File: src/rtl/button_debounce.sv
// Push-button conditioner: two-flop synchroniser, per-channel stability
// debounce, and one-cycle press / release / long-press event pulses.
// The release pulse port is named release_pulse because "release" is a
// reserved word in SystemVerilog and cannot be used as a plain identifier.
module button_debounce #(
  parameter int WIDTH           = 4,
  parameter int DEBOUNCE_CYCLES = 1000000,
  parameter int LONG_CYCLES     = 100000000,
  parameter int ACTIVE_LOW      = 1
) (
  input  logic             clk,
  input  logic             rst,
  input  logic [WIDTH-1:0] btn_in,
  output logic [WIDTH-1:0] btn_state,
  output logic [WIDTH-1:0] press,
  output logic [WIDTH-1:0] release_pulse,
  output logic [WIDTH-1:0] long_press
);

  localparam int DW = $clog2(DEBOUNCE_CYCLES) + 1;
  localparam int LW = $clog2(LONG_CYCLES) + 1;
  localparam logic [DW-1:0]    DB_LAST  = DW'(DEBOUNCE_CYCLES - 1);
  localparam logic [LW-1:0]    LP_LAST  = LW'(LONG_CYCLES - 1);
  localparam logic [LW-1:0]    LP_MAX   = LW'(LONG_CYCLES);
  // Raw "not pressed" level, so leaving reset never looks like a press.
  localparam logic [WIDTH-1:0] IDLE_RAW = (ACTIVE_LOW != 0) ? '1 : '0;

  logic [WIDTH-1:0] sync1;
  logic [WIDTH-1:0] sync2;
  logic [WIDTH-1:0] s;
  logic [DW-1:0]    db_cnt [WIDTH];
  logic [LW-1:0]    lp_cnt [WIDTH];

  // Two-flop synchroniser for the asynchronous pins.
  always_ff @(posedge clk or posedge rst) begin
    if (rst) begin
      sync1 <= IDLE_RAW;
      sync2 <= IDLE_RAW;
    end else begin
      sync1 <= btn_in;
      sync2 <= sync1;
    end
  end

  // Normalise so that 1 always means pressed.
  assign s = (ACTIVE_LOW != 0) ? ~sync2 : sync2;

  // Accept a new level only after it has been stable for the full window.
  always_ff @(posedge clk or posedge rst) begin
    if (rst) begin
      btn_state     <= '0;
      press         <= '0;
      release_pulse <= '0;
      for (int i = 0; i < WIDTH; i++) db_cnt[i] <= '0;
    end else begin
      press         <= '0;
      release_pulse <= '0;
      for (int i = 0; i < WIDTH; i++) begin
        if (s[i] == btn_state[i]) begin
          db_cnt[i] <= '0;
        end else if (db_cnt[i] == DB_LAST) begin
          btn_state[i]     <= s[i];
          db_cnt[i]        <= '0;
          press[i]         <= s[i];
          release_pulse[i] <= ~s[i];
        end else begin
          db_cnt[i] <= db_cnt[i] + DW'(1);
        end
      end
    end
  end

  // Hold timer: counts while pressed, fires once, then saturates.
  always_ff @(posedge clk or posedge rst) begin
    if (rst) begin
      long_press <= '0;
      for (int i = 0; i < WIDTH; i++) lp_cnt[i] <= '0;
    end else begin
      long_press <= '0;
      for (int i = 0; i < WIDTH; i++) begin
        if (!btn_state[i]) begin
          lp_cnt[i] <= '0;
        end else if (lp_cnt[i] != LP_MAX) begin
          lp_cnt[i] <= lp_cnt[i] + LW'(1);
          if (lp_cnt[i] == LP_LAST) long_press[i] <= 1'b1;
        end
      end
    end
  end

endmodule
File: config.mk
export PLATFORM = sky130hd
export DESIGN_NAME = button_debounce
export DESIGN_NICKNAME = d
export VERILOG_FILES = /design/src/rtl/button_debounce.sv
export SDC_FILE = /design/constraint.sdc
export NUM_CORES = 1
export LEC_CHECK = 0
export BUFFER_PORTS_ARGS = -buffer_cell sky130_fd_sc_hd__buf_4
export CELL_PAD_IN_SITES_DETAIL_PLACEMENT = 1
export CELL_PAD_IN_SITES_GLOBAL_PLACEMENT = 2
export CORE_UTILIZATION = 30
export CTS_CLUSTER_DIAMETER = 200
export DETAILED_ROUTE_END_ITERATION = 6
export PLACE_DENSITY_LB_ADDON = 0.1
export SETUP_SLACK_MARGIN = 0.4
export SYNTH_ARGS = -nofsm -noshare
export SYNTH_HDL_FRONTEND = slang
export SYNTH_SLANG_ARGS = --single-unit
File: constraint.sdc
create_clock -name clk -period 8.9 [get_ports clk]
set_clock_uncertainty 0.2 [all_clocks]
set_input_delay 0.445 -clock clk [delete_from_list [all_inputs] [get_ports clk]]
set_output_delay 0.445 -clock clk [all_outputs]
set_load 0.01 [all_outputs]
==> metrics.cfg <==
[yosys]
yosysWarnings=0
synth-seq-cells=220
synth_cell_types=44
syn_nets=1160
syn_avg_cell_area_um2=9.67
yosysMostFrequentCell=dfrtp_1
synth.area.top_cells=dfrtp_1, xor2_1, nor2_1
netlist.top_cell.by_area=dfrtp_1
netlist_instances=1142
syn_area_um2=11000
synth_top_area_share=0.481
synth_common_cells=dfrtp_1, nor2_1, nand2_1
synth_ff_type=dfrtp_1
synth-edff-count=0
yosysSeqAreaShare=0.500
synthArstFlopShare=1.00

[place]
placedCellCount=1584
portBuffers=21
pre_cts_ws_ns=6.10
place_area_um2=11700
routabilityCongestion=0.697
dpl.hpwl_um=16400

[global_routing]
grt_pass1_vias=9048
grt_pass1_wl_um=45600
grt_max_degree=104
grt_overflow=0
antenna_found_initial=0
grt_use_total=0.142

[timing]
tightest_slew_ns=1.02
hold_viol_final=0
relSlewSlack=0.312
finalMaxSlewViolations=0
finalSetupTns_ns=0
fmax_mhz=365
grt_setup_unrepaired=false
setup_viol=0
fin_ws_ns=6.16
fin_crit_ns=2.74
finalCritPeriodShare=0.307

[min_path]
holdPathStages=0
min_to=sync2[3]$_DFF_PP1_
hold_path_class=flop to flop
min_from=sync1[3]$_DFF_PP1_

[setup_path]
worstRegToRegCells=6
critPathKind=flop to flop
r2r-start=db_cnt[42]$_DFF_PP0_
worstReg2RegEnd=db_cnt[46]$_DFF_PP0_
path_max_fanout=12
cp-end-kind=flop
worstPathRequired_ns=9.12
ff2ff_setup_slack_ns=6.16
worst_setup_path_start_kind=flop
critPathArrivalTime_ns=2.96

[cts]
htree_levels=1
cts_tree=done
cts.clk_slew.worst_paths_ns=0.06
cts-root-buf=clkbuf_16
cts-buffers-inserted=28
clock_latency_ns=0.54
cts_num_sinks=220
cts.path.max_buffers=3
post_cts_buffers=0

[run]
maxCapViolations=0

[drt]
drt_iter0_drc=271
wl_per_cell_um=15.7
ant_nets=0
vias=8623
drt-total-wl_um=25800
detail_route.first_pass.iterations=4
via_per_inst=5.25
drc=0

[outcome]
status=completed

[final_layout]
n_antenna_cell=0
drive_gt1_frac=0.0864
final_cell_area_um2=12700
nFillCells=4036
stdcell_count=1641
syn_to_final_growth_pct=15.4
nNetsFinal=1176

[floorplanning]
start_util=0.307
coreArea_um2=35900
rows=69
ios=22
dieArea_um2=37600
die-height_um=194
die_width_um=194

[power_and_ir_drop]
powerDensity_nw_per_um2=180
ir_worst_vdd_v=0.000135
p_leak_nw=4.71

==> cell families after synthesis <==
group / after synthesis / synth area share
xor+xnor: 93 / 0.0738
compound gates: 159 / 0.0855
buf+inv: 89 / 0.0319
fa+ha+maj: 12 / 0.0136
simple gates: 546 / 0.275
flops: 220 / 0.500
mux: 23 / 0.0209
==> through the flow <==
stage	utilization	hold slack, ns	power [mW]
4_1_cts	0.355	0.156	2.35
5_1_grt	0.355	0.159	2.39
6_report	0.355	0.150	2.29
3_3_place_gp	0.325	0.146	1.08
2_1_floorplan	-	0.145	1.06
3_5_place_dp	0.325	0.147	1.08
==> layout make-up <==
| class | instances | area (um2) | share of cell area |
|---|---|---|---|
| sequential | 220 | 5520 | 0.433 |
| clock buffer | 43 | 878 | 0.0689 |
| clock inverter | 9 | 145 | 0.0114 |
| timing repair buffer | 33 | 260 | 0.0204 |
| tap | 461 | 577 | 0.0453 |
| inverter | 42 | 165 | 0.0130 |
| multi-input combinational | 833 | 5200 | 0.408 |
==> layout by cell type (no fill, tap or decap), types with 19 or more instances in the layout <==
cell       Yosys  layout
dfrtp_1      212     212
nor2_1       110     110
nand2_1       89      89
a21oi_1       74      74
nand3_1       66      66
nand4_1       54      54
xor2_1        52      52
or4_1         49      49
o31ai_1       45      44
inv_1         42      41
xnor2_1       41      41
or3_1         31      31
o21ai_0       30      30
nor4_1        29      29
clkbuf_16      0      29
buf_4          0      28
and4_1        26      26
mux2i_1       23      23
nor3_1        19      19
==> worst max path at each step <==
stage,startpoint,to,slack [ns]
6_report,db_cnt[42]$_DFF_PP0_,db_cnt[46]$_DFF_PP0_,6.16
3_5_place_dp,db_cnt[21]$_DFF_PP0_,db_cnt[36]$_DFF_PP0_,6.10
5_1_grt,db_cnt[42]$_DFF_PP0_,db_cnt[47]$_DFF_PP0_,5.90
3_3_place_gp,db_cnt[21]$_DFF_PP0_,db_cnt[35]$_DFF_PP0_,6.15
2_1_floorplan,rst,btn_state[0]$_DFFE_PP0P_,2.25
4_1_cts,db_cnt[42]$_DFF_PP0_,db_cnt[46]$_DFF_PP0_,6.08
==> power breakdown <==
| part | switching, mW | internal (mW) |
|---|---|---|
| sequential | 0.00616 | 1.01 |
| combinational | 0.0335 | 0.0106 |
| clock | 0.445 | 0.789 |
==> sequential cells by signal (all words and copies together), names as in the netlist <==
signal,flops
db_cnt,84
btn_state,4
sync2,4
long_press,4
press,4
lp_cnt,112
sync1,4
release_pulse,4
==> worst max-delay path, stage by stage, from the launching register on <==
cell and delay [ns]:
dfrtp_1 0.40, ha_1 0.23, and4_1 0.32, nand2_1 0.11, o41ai_2 0.94, buf_4 0.34, nor2_1 0.07
==> routing by layer <==
layer | global-route usage | up-vias | part of all wire | wire (um)
li1 | - | 4194 | - | -
met1 | 0.200 | 4328 | 0.50 | 12900
met2 | 0.231 | 62 | 0.45 | 11700
met3 | 0.0221 | 39 | 0.026 | 675
met4 | 0.0329 | 0 | 0.019 | 489
met5 | 0 | - | 0 | 0
==> repair_timing <==
action                    CTS  global route
resized for setup           0             0
hold endpoints to repair  101             0
hold buffers                5             0
Power figures use the tool's default switching activity.
